## src/rtl/if_fetch_unit.sv

```systemverilog
// IF stage of the 5-stage MIPS pipeline.
// Owns the PC, drives the synchronous instruction SRAM, applies ID-stage
// branch redirects (also those arriving while the PC is stalled), and holds
// the instruction that belongs to ID stable while ID is stalled.
module if_fetch_unit #(
  parameter logic [31:0] RESET_PC = 32'hBFC0_0000,
  parameter int unsigned STALL_W  = 6
) (
  input  logic               clk,
  input  logic               rst,
  input  logic [STALL_W-1:0] stall,
  input  logic [32:0]        br_bus,
  output logic [32:0]        if_to_id_bus,
  output logic               inst_sram_en,
  output logic [3:0]         inst_sram_wen,
  output logic [31:0]        inst_sram_addr,
  output logic [31:0]        inst_sram_wdata,
  input  logic [31:0]        inst_sram_rdata,
  output logic [31:0]        id_inst,
  output logic               fetch_adel
);

  // Value loaded at reset so that the first increment lands on RESET_PC.
  localparam logic [31:0] PC_RESET_VAL = RESET_PC - 32'd4;

  logic        w_stall_pc;
  logic        w_stall_ifid;
  logic        w_br_e;
  logic [31:0] w_br_addr;
  logic [31:0] w_pc_plus4;
  logic [31:0] w_next_pc;
  logic        w_stall_unused;

  logic [31:0] r_pc;
  logic        r_ce;
  logic        r_br_pend;
  logic [31:0] r_pend_addr;
  logic        r_buf_valid;
  logic [31:0] r_inst_buf;

  assign w_stall_pc     = stall[0];
  assign w_stall_ifid   = stall[1];
  assign w_stall_unused = ^stall[STALL_W-1:2];
  assign w_br_e         = br_bus[32];
  assign w_br_addr      = br_bus[31:0];
  assign w_pc_plus4     = r_pc + 32'd4;

  // Next PC selection: live branch beats a redirect saved during a stall,
  // which beats sequential fetch.
  always_comb begin
    w_next_pc = w_pc_plus4;
    if (w_br_e) begin
      w_next_pc = w_br_addr;
    end else if (r_br_pend) begin
      w_next_pc = r_pend_addr;
    end
  end

  // PC, fetch-enable and pending-redirect registers.
  always_ff @(posedge clk) begin
    if (rst) begin
      r_pc        <= PC_RESET_VAL;
      r_ce        <= 1'b0;
      r_br_pend   <= 1'b0;
      r_pend_addr <= '0;
    end else if (!w_stall_pc) begin
      r_pc      <= w_next_pc;
      r_ce      <= 1'b1;
      r_br_pend <= 1'b0;
    end else if (w_br_e) begin
      // Newest redirect seen during the stall wins.
      r_br_pend   <= 1'b1;
      r_pend_addr <= w_br_addr;
    end
  end

  // Instruction hold buffer: on the first stalled IF/ID cycle the SRAM still
  // returns ID's word, so capture it once and keep it until ID is released.
  always_ff @(posedge clk) begin
    if (rst) begin
      r_buf_valid <= 1'b0;
      r_inst_buf  <= '0;
    end else if (!w_stall_ifid) begin
      r_buf_valid <= 1'b0;
    end else if (!r_buf_valid) begin
      r_buf_valid <= 1'b1;
      r_inst_buf  <= inst_sram_rdata;
    end
  end

  // Output drive: SRAM reads every cycle from the PC register; writes never.
  always_comb begin
    if_to_id_bus    = {r_ce, r_pc};
    inst_sram_en    = r_ce;
    inst_sram_wen   = '0;
    inst_sram_addr  = r_pc;
    inst_sram_wdata = '0;
    id_inst         = r_buf_valid ? r_inst_buf : inst_sram_rdata;
    fetch_adel      = r_ce & (|r_pc[1:0]);
  end

endmodule

```

## config.mk

```make
export PLATFORM = sky130hd
export DESIGN_NAME = if_fetch_unit
export DESIGN_NICKNAME = d
export VERILOG_FILES = /design/src/rtl/if_fetch_unit.sv
export SDC_FILE = /design/constraint.sdc
export NUM_CORES = 1
export LEC_CHECK = 0
export BUFFER_PORTS_ARGS = -buffer_cell sky130_fd_sc_hd__buf_2
export CORE_MARGIN = 5
export CORE_UTILIZATION = 45
export CTS_CLUSTER_SIZE = 24
export DETAILED_ROUTE_END_ITERATION = 6
export GPL_ROUTABILITY_DRIVEN = 0
export PLACE_DENSITY = 0.75
export SLEW_MARGIN = 0
export SYNTH_ARGS = -nofsm -noshare
export SYNTH_HDL_FRONTEND = slang
export SYNTH_SLANG_ARGS = --single-unit
```

## constraint.sdc

```tcl
create_clock -name clk -period 2.5 [get_ports clk]
set_input_delay 0.5 -clock clk [delete_from_list [all_inputs] [get_ports clk]]
set_output_delay 0.5 -clock clk [all_outputs]
set_load 0.05 [all_outputs]
```

==> metrics.md <==
| Metric | Value |
|---|---|
| WL/cell | 15.5 um |
| Vias/cell | 5.37 |
| RSZ-0062 raised after global routing | no |
| Fmax | 471 MHz |
| Top-area cell type share of the netlist area | 0.373 |
| CTS tree | yes |
| Commonest non-fill, non-tap cell in the layout | buf_2 |
| Initial Utilization | 0.462 |
| Wirelength, routed | 14100 um |
| Largest area contributor in the netlist | dfxtp_1 |
| Die ar. | 14100 um^2 |
| Placed cell areas | 5940 um^2 |
| Die H | 119 um |
| GRT Total Usage | 0.194 |
| CTS root buf | clkbuf_16 |
| Worst Hold Class | input pin to flip-flop |
| Ys async rst share | 0 |
| Total Power | 4.55 mW |
| Met2 Track Usage GR | 0.318 |
| Cells after Synth | 642 |
| Crit path largest cell delay | 480 ps |
| Max Clock Skew | 8.42 ps |
| Layout cell share with drive strength beyond 1 | 0.323 |
| Iter 0 DRT Violations | 306 |
| PostCTS Resize Cnt | 0 |
| First-pass detailed-route iteration total | 5 |
| Lkg Pwr | 2.78 nW |
| H-tree depth | 3 |
| Most frequent cells in the layout | buf_2 (167), dfxtp_1 (99), nand2_1 (84), a21oi_1 (70), nor2_1 (64) |
| Std cell rows | 39 |
| Tightest Pin Transition | 772 ps |
| CP Max Fanout | 7 |
| Post-CTS setup repair buffer count | 0 |
| Synth area leaders | dfxtp_1 (37%), buf_4 (9.9%), mux2_2 (6.8%), a21oi_1 (6.6%), mux2i_1 (6.6%) |
| I/O Buffers | 167 |
| Layout area overhead | 17.4% |
| Grt total ovfl | 0 |
| Crit path max-delay cell type | or3_1 |
| Worst setup SP type | flip-flop |
| Layout Nets | 838 |
| Crit-path cells | ha_1 -> nand4_2 -> or3_1 -> nor2_2 -> a21oi_1 -> o221a_2 |
| Design area | 6240 um^2 |
| IO Pins | 208 |
| Post-synth EDFFs | 0 |
| Synthesized flop and latch total | 99 |
| Chip width | 119 um |
| Ys Warns | 0 |
| Number of global-route vias before repair | 4633 |
| Avg Inst Size Synth | 8.28 um^2 |
| WP data arrival | 2360 ps |
| CTS Sinks | 99 |
| Synth Cell Area | 5320 um^2 |
| N_diodes | 0 |
| Largest net degree at the start of global routing | 74 |
| Busiest grt layer | met2 |
| Pwr Density | 729 nW/um^2 |
| Hold Buf Count CTS | 0 |
| Core area | 11500 um^2 |
| Global routing usage on met3 | 0.0602 |
| Final hold viol count | 0 |
| Final slew viol count | 0 |
| Peak supply drop | 0.000376 V |
| First-pass GRT wire length | 22700 um |
| Synth cell types | 48 |
| CTS max path bufs | 2 |
| Via total after detailed routing | 4892 |
| Status | completed |
| TNS Setup | 0 ps |
| Kind of critical path | flip-flop to flip-flop |
| Critical Path RT | 2740 ps |
| Initial antenna violation count | 3 |
| Slew HR | 0.485 |
| Worst skew pair latency | 340 ps |
| Main synth FF type | dfxtp_1 |
| Min Tclk post-route | 2120 ps |
| Final setup vio count | 0 |
| Crit end category | flip-flop |
| Met1 track demand over resource | 0.238 |
| Post-DRT Antenna Nets | 0 |
| Total CTS buffers | 9 |
| Drt drc | 0 |
| Detailed Place HPWL | 10200 um |
| Maxcap violations | 0 |
| Final period utilization | 0.849 |
| Clock transition at path regs | 70 ps |
| Sequential element share of the synthesized area | 0.373 |
-- cells in the mapped netlist (4+ instances only) --
cell type	n
buf_2	4
a221o_1	9
a31oi_1	7
clkbuf_1	33
buf_1	6
nor2_1	64
nand2b_1	6
inv_1	5
a2bb2oi_1	4
dfxtp_1	99
nand2_1	84
a221oi_1	9
a21oi_1	70
buf_4	70
o22a_1	4
and3_1	4
nand3_1	15
a211oi_1	7
mux2i_1	35
o21ai_0	23
mux2_2	32
nor3_1	5
-- cells by family (layout without fill, tap and decap cells) --
group / Yosys count / after routing / synth area share
AOI/OAI and AO/OA: 152 / 152 / 0.183
buffers and inverters: 119 / 210 / 0.136
adders and majority gates: 1 / 1 / 0.00235
and+or+nand+nor: 203 / 203 / 0.172
muxes: 67 / 67 / 0.134
other: 1 / 36 / 0.000706
DFF: 99 / 99 / 0.373
-- sequential cells by signal (all words and copies together) (netlist names) --
| register | count |
|---|---|
| r_buf_valid | 1 |
| inst_sram_en | 1 |
| r_pend_addr | 32 |
| r_br_pend | 1 |
| r_inst_buf | 32 |
| inst_sram_addr | 32 |
-- metrics by stage --
step / utilization / hold slack [ps] / instances / worst slack [ps]
floorplan: - / 431 / 677 / 255
global placement: 0.516 / 439 / 896 / 426
detailed placement: 0.516 / 441 / 896 / 398
CTS: 0.542 / 352 / 911 / 377
global route: 0.542 / 384 / 911 / 246
finish: 0.542 / 360 / 911 / 378
-- layer usage --
metal / wire (um) / up-vias
met5: 22 / -
met4: 267 / 6
met3: 1190 / 27
met2: 6640 / 198
met1: 6000 / 2265
li1: - / 2396
-- final timing paths --
kind                                          end  depth (start not counted)                      startpoint  slack (ps)
setup / recovery  inst_sram_addr[24]$_SDFFE_PP1N_                          6  inst_sram_addr[3]$_SDFFE_PP1N_         380
hold / removal    inst_sram_addr[22]$_SDFFE_PP0N_                          2                             rst         360
setup reg to reg  inst_sram_addr[24]$_SDFFE_PP1N_                          6  inst_sram_addr[3]$_SDFFE_PP1N_         380
hold reg to reg       r_pend_addr[1]$_SDFFE_PP0P_                          2     r_pend_addr[1]$_SDFFE_PP0P_         450
-- where the power goes --
| part | switching (mW) | leakage (nW) | internal, mW |
|---|---|---|---|
| Clock | 0.585 | 0.146 | 0.825 |
| Combinational | 0.998 | 1.82 | 0.360 |
| Sequential | 0.0965 | 0.815 | 1.68 |
-- cell type report --
type | count | area (um^2)
Inverter | 5 | 18.8
Timing Repair Buffer | 190 | 1020
Clock inverter | 2 | 35.0
Clock buffer | 13 | 260
Tap cell | 143 | 179
Multi-Input combinational cell | 459 | 2740
Sequential cell | 99 | 1980
Fill cell | 1133 | 5280
-- worst max-delay path, delay by kind of cell, from the launching register on --
| family | cells | cell delay [ps] |
|---|---|---|
| simple gates | 3 | 940 |
| flops | 1 | 460 |
| compound gates | 2 | 340 |
| fa+ha+maj | 1 | 280 |
Power figures use the tool's default switching activity.
